<file path="config.mk">
export PLATFORM = sky130hd
export DESIGN_NAME = cond_unit
export DESIGN_NICKNAME = d
export VERILOG_FILES = /design/src/rtl/cond_unit.sv
export SDC_FILE = /design/constraint.sdc
export NUM_CORES = 1
export LEC_CHECK = 0
export ABC_CLOCK_PERIOD_IN_PS = 4500
export CELL_PAD_IN_SITES_DETAIL_PLACEMENT = 0
export CELL_PAD_IN_SITES_GLOBAL_PLACEMENT = 1
export CORE_MARGIN = 3
export CORE_UTILIZATION = 25
export CTS_CLUSTER_DIAMETER = 80
export DETAILED_ROUTE_END_ITERATION = 10
export PLACE_DENSITY_LB_ADDON = 0.1
export SYNTH_ARGS = -nofsm -noshare
export SYNTH_HDL_FRONTEND = slang
export SYNTH_SLANG_ARGS = --single-unit
</file>
<file path="constraint.sdc">
create_clock -name CLK -period 4.5 [get_ports CLK]
set_input_delay 1.35 -clock CLK [delete_from_list [all_inputs] [get_ports CLK]]
set_output_delay 1.35 -clock CLK [all_outputs]
set_load 0.02 [all_outputs]
</file>
<file path="src/rtl/cond_unit.sv">
// cond_unit: conditional-execution stage behind the ALU.
// Holds the NZCV flag register and evaluates the ARM condition field against
// the stored flags. It also gates PC, register-file and memory writes so that
// an instruction whose condition fails has no architectural effect.
// Optional build macro COND_PERF_CNT_EN adds executed/skipped instruction
// counters with an Instr_Valid qualifier.
module cond_unit (
    input  logic        CLK,
    input  logic        RESET,
    input  logic [3:0]  Cond,
    input  logic [3:0]  ALUFlags,
    input  logic [1:0]  FlagW,
    input  logic        PCS,
    input  logic        RegW,
    input  logic        MemW,
    input  logic        NoWrite,
    input  logic        Stall,
`ifdef COND_PERF_CNT_EN
    input  logic        Instr_Valid,
    output logic [31:0] Exec_Count,
    output logic [31:0] Skip_Count,
`endif
    output logic        PCSrc,
    output logic        RegWrite,
    output logic        MemWrite,
    output logic        CondEx,
    output logic [3:0]  Flags
);

    typedef enum logic [3:0] {
        COND_EQ = 4'b0000,
        COND_NE = 4'b0001,
        COND_CS = 4'b0010,
        COND_CC = 4'b0011,
        COND_MI = 4'b0100,
        COND_PL = 4'b0101,
        COND_VS = 4'b0110,
        COND_VC = 4'b0111,
        COND_HI = 4'b1000,
        COND_LS = 4'b1001,
        COND_GE = 4'b1010,
        COND_LT = 4'b1011,
        COND_GT = 4'b1100,
        COND_LE = 4'b1101,
        COND_AL = 4'b1110,
        COND_NV = 4'b1111
    } cond_t;

    logic [3:0] r_flags;
    logic       w_n;
    logic       w_z;
    logic       w_c;
    logic       w_v;
    logic       w_condEx;
    logic       w_commit;
    cond_t      w_cond;

    assign w_n    = r_flags[3];
    assign w_z    = r_flags[2];
    assign w_c    = r_flags[1];
    assign w_v    = r_flags[0];
    assign w_cond = cond_t'(Cond);

    // Condition check uses only the stored flags, never this instruction's ALU result
    always_comb begin
        w_condEx = 1'b0;
        case (w_cond)
            COND_EQ: w_condEx = w_z;
            COND_NE: w_condEx = ~w_z;
            COND_CS: w_condEx = w_c;
            COND_CC: w_condEx = ~w_c;
            COND_MI: w_condEx = w_n;
            COND_PL: w_condEx = ~w_n;
            COND_VS: w_condEx = w_v;
            COND_VC: w_condEx = ~w_v;
            COND_HI: w_condEx = w_c & ~w_z;
            COND_LS: w_condEx = ~w_c | w_z;
            COND_GE: w_condEx = (w_n == w_v);
            COND_LT: w_condEx = (w_n != w_v);
            COND_GT: w_condEx = ~w_z & (w_n == w_v);
            COND_LE: w_condEx = w_z | (w_n != w_v);
            COND_AL: w_condEx = 1'b1;
            COND_NV: w_condEx = 1'b0;
            default: w_condEx = 1'b0;
        endcase
    end

    // An instruction commits only when its condition passes and the pipe is not stalled
    assign w_commit = w_condEx & ~Stall;

    assign CondEx   = w_condEx;
    assign Flags    = r_flags;
    assign PCSrc    = PCS & w_commit;
    assign RegWrite = RegW & ~NoWrite & w_commit;
    assign MemWrite = MemW & w_commit;

    // Flag register: N,Z and C,V halves update independently so logical ops keep C,V
    always_ff @(posedge CLK or posedge RESET) begin
        if (RESET) begin
            r_flags <= 4'b0000;
        end else begin
            if (FlagW[1] && w_commit) begin
                r_flags[3:2] <= ALUFlags[3:2];
            end
            if (FlagW[0] && w_commit) begin
                r_flags[1:0] <= ALUFlags[1:0];
            end
        end
    end

`ifdef COND_PERF_CNT_EN
    logic [31:0] r_execCount;
    logic [31:0] r_skipCount;
    logic        w_countEn;

    assign w_countEn  = Instr_Valid & ~Stall;
    assign Exec_Count = r_execCount;
    assign Skip_Count = r_skipCount;

    // Saturating counters of executed vs. condition-failed instructions
    always_ff @(posedge CLK or posedge RESET) begin
        if (RESET) begin
            r_execCount <= 32'd0;
            r_skipCount <= 32'd0;
        end else if (w_countEn) begin
            if (w_condEx) begin
                if (r_execCount != 32'hFFFF_FFFF) begin
                    r_execCount <= r_execCount + 32'd1;
                end
            end else begin
                if (r_skipCount != 32'hFFFF_FFFF) begin
                    r_skipCount <= r_skipCount + 32'd1;
                end
            end
        end
    end
`endif

endmodule

</file>
==> metrics.txt, run 1 <==
status finished, final reports clean; FP Rows 14; minimum clock period after layout 4350 ps; clock sink count 4; worst-skew pair later-pin latency 230 ps; pin count of the biggest net entering global routing 8; Met1 Wirelength 558 um; Post-Syn Instances 49; Reg area 100 um^2; cell-internal power 206 uW; CTS tree done; Net Sw Frac 0.413; Synth top area share 0.230; WP data required 3150 ps; Sw Pwr 145 uW; area delta synth->final 83.3%; top post-synthesis cells by area dfrtp_1 23%, mux2_1 10%, nor4b_2 6.9%, and3b_1 6.0%, nor2b_1 5.7%; Max Cap Viol 0; mapped cell area 435 um^2; Congestion Overflow GR 0; Flop pwr share 0.244; worst-margin pin slew 330 ps; combinational share of power 0.634; IO Count 25; R2R Setup Slk 2100 ps; Post-synth top cells 4 x dfrtp_1, 4 x mux2_1, 4 x nor2_1, 4 x nor2b_1, 3 x and3b_1; # fillers 167; fraction of power consumed by the clock network 0.123; post-synth net total 66; layout cell share with drive strength beyond 1 0.282; Layout Utilization 0.506; top cell type by total area after synthesis dfrtp_1; Fin. Hold Viols 0; Total GRT Usage 0.125; Hold Slack 587 ps; met3 WL 87 um; pwr/cell area 439 nW/um^2; wire per inst 12.6 um; first-pass GRT wire length 2.02 mm; sequential fraction of the synthesis area 0.230; Synthesis Warnings 0; max-slew violation count 0; # setup viols final 0; top routing layer in use met3; Worst-path clk slew 40 ps; starting density of the core 0.276; 1st-pass router iterations 3; GP Congestion 0.807; kind of critical path in -> out; Routed WL 1.27 mm; number of nets in the layout 104; Post-synth EDFFs 0; die span in x 47.7 um; die area 2280 um^2; vias 506; Worst Hold Class reg -> reg; DP HPWL 1.03 mm; Inserted Clock Buffers 3; setup ws final 152 ps; Clock Path Buffers 2; clk root buf clkbuf_4; antenna cell count 0; Max IR drop VDD 285 uV; dpl ws -579 ps; initial drt markers 2; FMAX 230 MHz; WP data arrival 3000 ps; antenna viol nets, final 0; DRC 0; crit path max fanout 4; P_leak 0.362 nW; Core ar. 1580 um^2; Met2 Routed Length 624 um; chip height 47.7 um; CP Launch Type input port; RSZ-0062 raised after global routing false; crit share post-route 0.966; area of the multi-input gates 340 um^2; via/cell ratio 5.01; non-filler cells, final 101; mean post-synth cell area 8.89 um^2; Yosys cell types 28; Placed Cells 97; Slew headroom 0.779; I/O Buffers 24; CP endpoint kind primary output; initial antenna violation count 0; hold_buf cts 0; max reg flops 4; ys async rst share 1.00; Synth Flop Type dfrtp_1; H-tree depth 1; Final Skew 0.208 ps; vias in the first global route 466; FF+latch count, synth 4
-- per-stage QoR --
stage	setup TNS, ps	area, um^2	power, mW
after floorplan	0	435	0.188
after global placement	-2050	756	0.300
after detailed placement	-2150	756	0.298
after CTS	0	769	0.345
after global routing	0	798	0.376
final	0	798	0.350
-- kinds of logic after synthesis --
kind of cell	count (synthesis)	synth area share
xor+xnor	2	0.0402
compound gates	8	0.129
flops	4	0.230
mux	5	0.126
buf+inv	4	0.0517
simple gates	26	0.422
-- power groups by stage --
stage	Clock (mW)	Sequential, mW	Combinational (mW)
floorplan	0	0.0989	0.0893
global placement	0	0.0868	0.213
detailed placement	0	0.0853	0.213
CTS	0.0455	0.0851	0.215
global route	0.0471	0.0892	0.240
finish	0.0430	0.0853	0.222
-- cells in the final DEF, fill, tap and decap left out, drive strengths merged, types with 2 or more instances in the layout --
master and n:
a21oi 2, clkdlybuf4s50 16, dfrtp 4, nor2 4, and2 2, and3b 3, buf 15, nand3 2
nand3b 2, clkbuf 3, nor4b 2, nor3 2, mux2 4, dlygate4sd2 3, nor2b 4, inv 2
-- cell type report --
type,instances,area share
timing repair buffer,35,0.386
inverter,2,0.00940
clock buffer,3,0.0282
sequential,4,0.125
tap,16,0.0251
multi-input combinational,41,0.426
-- final timing paths --
path                       startpoint        to  depth (start not counted)
max reg2reg                  Flags[0]  Flags[0]                          8
max                           Cond[0]  RegWrite                          8
min reg2reg                  Flags[0]  Flags[0]                          1
max in group asynchronous       RESET  Flags[3]                          2
min in group asynchronous       RESET  Flags[0]                          2
min                          Flags[0]  Flags[0]                          1
-- timing repair --
item / CTS / global route
endpoints found under the setup margin: 4 / 4
resized for setup: 22 / 6
setup buffers: 1 / 0
pin swaps: 3 / 4
-- layer usage --
layer  vias to the layer above  GRT usage
li1                        255          -
met1                       233      0.171
met2                        18      0.195
met3                         0     0.0301
met4                         0     0.0323
met5                         -          0
-- worst max-delay path, cell delays in order --
cell and delay (ps):
dlygate4sd2_1 270, xor2_1 160, or3b_1 390, o2111ai_2 250, nor4_4 60, nor3_2 200
and3b_1 200, buf_6 120
No activity file was read; power rests on OpenSTA's default activity.
==> run 2, diff against run 1 <==
--- a/config.mk
+++ b/config.mk
@@ -12,7 +12,7 @@
 export CORE_UTILIZATION = 25
 export CTS_CLUSTER_DIAMETER = 80
 export DETAILED_ROUTE_END_ITERATION = 10
-export PLACE_DENSITY_LB_ADDON = 0.1
+export PLACE_DENSITY = 0.82
 export SYNTH_ARGS = -nofsm -noshare
 export SYNTH_HDL_FRONTEND = slang
 export SYNTH_SLANG_ARGS = --single-unit
==> run 2 against run 1 <==
Sequential power fell by 2%. Cell count grew 0.99%. Combinational power hardly changed. Worst hold slack worse by 16 ps. Clock-buffer cell count unchanged. Non-clock buffer count increased by 1. Die area unchanged. Wire length grew 4.4%. Global-route usage increased by 1.6 points. Clock skew rose by 4.2 ps. Setup slack better by 49 ps. Register-to-register slack barely moved. Largest cell class unchanged. Highest routed layer is now met4.
==> metrics.txt, run 2 (synthesized netlist as in run 1, its figures left out) <==
status finished, final reports clean; area delta synth->final 87.6%; kind of critical path in -> out; Congestion Overflow GR 0; max-slew violation count 0; pin count of the biggest net entering global routing 9; crit share post-route 0.955; starting density of the core 0.276; Total GRT Usage 0.140; initial antenna violation count 0; vias in the first global route 550; I/O Buffers 24; WP data required 3150 ps; FP Rows 14; IO Count 25; post-route cell area 817 um^2; DP HPWL 1.09 mm; 1st-pass router iterations 4; hold_sp Flags[1]; worst-margin pin slew 351 ps; Clock Path Buffers 2; R2R Path Start Flags[0]; clock sink count 4; max reg flops 4; die area 2280 um^2; Layout Utilization 0.518; CP Cell Sequence dlygate4sd2_1 > xor2_1 > or3b_4 > o2111ai_2 > nor4_2 > nor3_2 > and3b_1 > buf_6; wire per inst 13.0 um; CTS tree done; number of nets in the layout 105; Reg area 100 um^2; vias 507; RSZ-0062 raised after global routing false; dpl ws -606 ps; P_leak 0.366 nW; hold path depth 1; Routed WL 1.33 mm; hold_buf cts 0; Slew headroom 0.765; minimum clock period after layout 4300 ps; initial drt markers 10; Max IR drop VDD 255 uV; H-tree depth 1; Critical path buffers and inverters 2; layout cell share with drive strength beyond 1 0.326; R2R Setup Slk 2090 ps; pwr/cell area 427 nW/um^2; CP Launch Type input port; die span in x 47.7 um; antenna viol nets, final 0; Max stage delay cell, worst path or3b_4; Max Cap Viol 0; FMAX 233 MHz; Worst Hold Class reg -> reg; CP delay by family, top simple AND/OR/NAND/NOR gates; WP data arrival 2950 ps; Core ar. 1580 um^2; Worst-path clk slew 40 ps; setup ws final 201 ps; Max stage delay on crit path 410 ps; Inserted Clock Buffers 3; CP endpoint kind primary output; DRC 0; worst-skew pair later-pin latency 240 ps; commonest non-fill, non-tap cell in the layout clkdlybuf4s50_1; chip height 47.7 um; clk root buf clkbuf_4; Reg-to-Reg End Flags[2]; # setup viols final 0; Fin. Hold Viols 0; # fillers 151; first-pass GRT wire length 2.21 mm; r2r worst-path depth 8; area of the multi-input gates 347 um^2; GP Congestion 0.787; Final Skew 4.39 ps; Area after DPL 756 um^2; via/cell ratio 4.97; hold path endpoint Flags[1]; antenna cell count 0; crit path max fanout 4; most frequent cells in the layout 16 x clkdlybuf4s50_1, 14 x buf_4, 4 x dfrtp_1, 4 x nor2_1, 4 x mux2_1
run 2: cell types whose count changed in the layout (fill, tap and decap cells not counted), sizes merged:
cell  delta
buf      +1
run 2: layout make-up:
cell class / instances / area share
multi-input combinational: 41 / 0.424
timing repair buffer: 36 / 0.392
sequential: 4 / 0.123
clock buffer: 3 / 0.0276
tap: 16 / 0.0245
inverter: 2 / 0.00919
run 2: what timing repair did:
action | in CTS | in global routing
resized for setup | 28 | 4
pin swaps | 3 | 4
buffers inserted | 1 | 1
endpoints found under the setup margin | 4 | 4
run 2: power by group:
part / switching [mW] / internal [mW]
logic: 0.0997 / 0.121
clock network: 0.0146 / 0.0298
registers: 0.0291 / 0.0545
run 2: how the worst max path moves through the flow:
stage / from / to / slack, ps / depth (start not counted)
global placement: Cond[0] / RegWrite / -560 / 9
detailed placement: Cond[0] / RegWrite / -610 / 9
global route: Cond[0] / RegWrite / 100 / 8
floorplan: Cond[0] / RegWrite / 370 / 7
CTS: Cond[3] / RegWrite / -20 / 8
finish: Cond[0] / RegWrite / 200 / 8
run 2: metal layers:
metal | vias to the layer above | routed length, um | track usage
met4 | 0 | 17 | 0.108
met5 | - | 0 | 0
met3 | 2 | 61 | 0.0301
met1 | 231 | 526 | 0.154
li1 | 257 | - | -
met2 | 17 | 720 | 0.232
run 2: metrics by stage:
step | TNS [ps] | hold WS (ps) | total power, mW | std cells
final | 0 | 571 | 0.349 | 102
after global routing | 0 | 628 | 0.382 | 102
after CTS | -24.1 | 578 | 0.356 | 101
after detailed placement | -2220 | 565 | 0.294 | 97
after global placement | -2030 | 570 | 0.292 | 97
after floorplan | 0 | 655 | 0.188 | 49
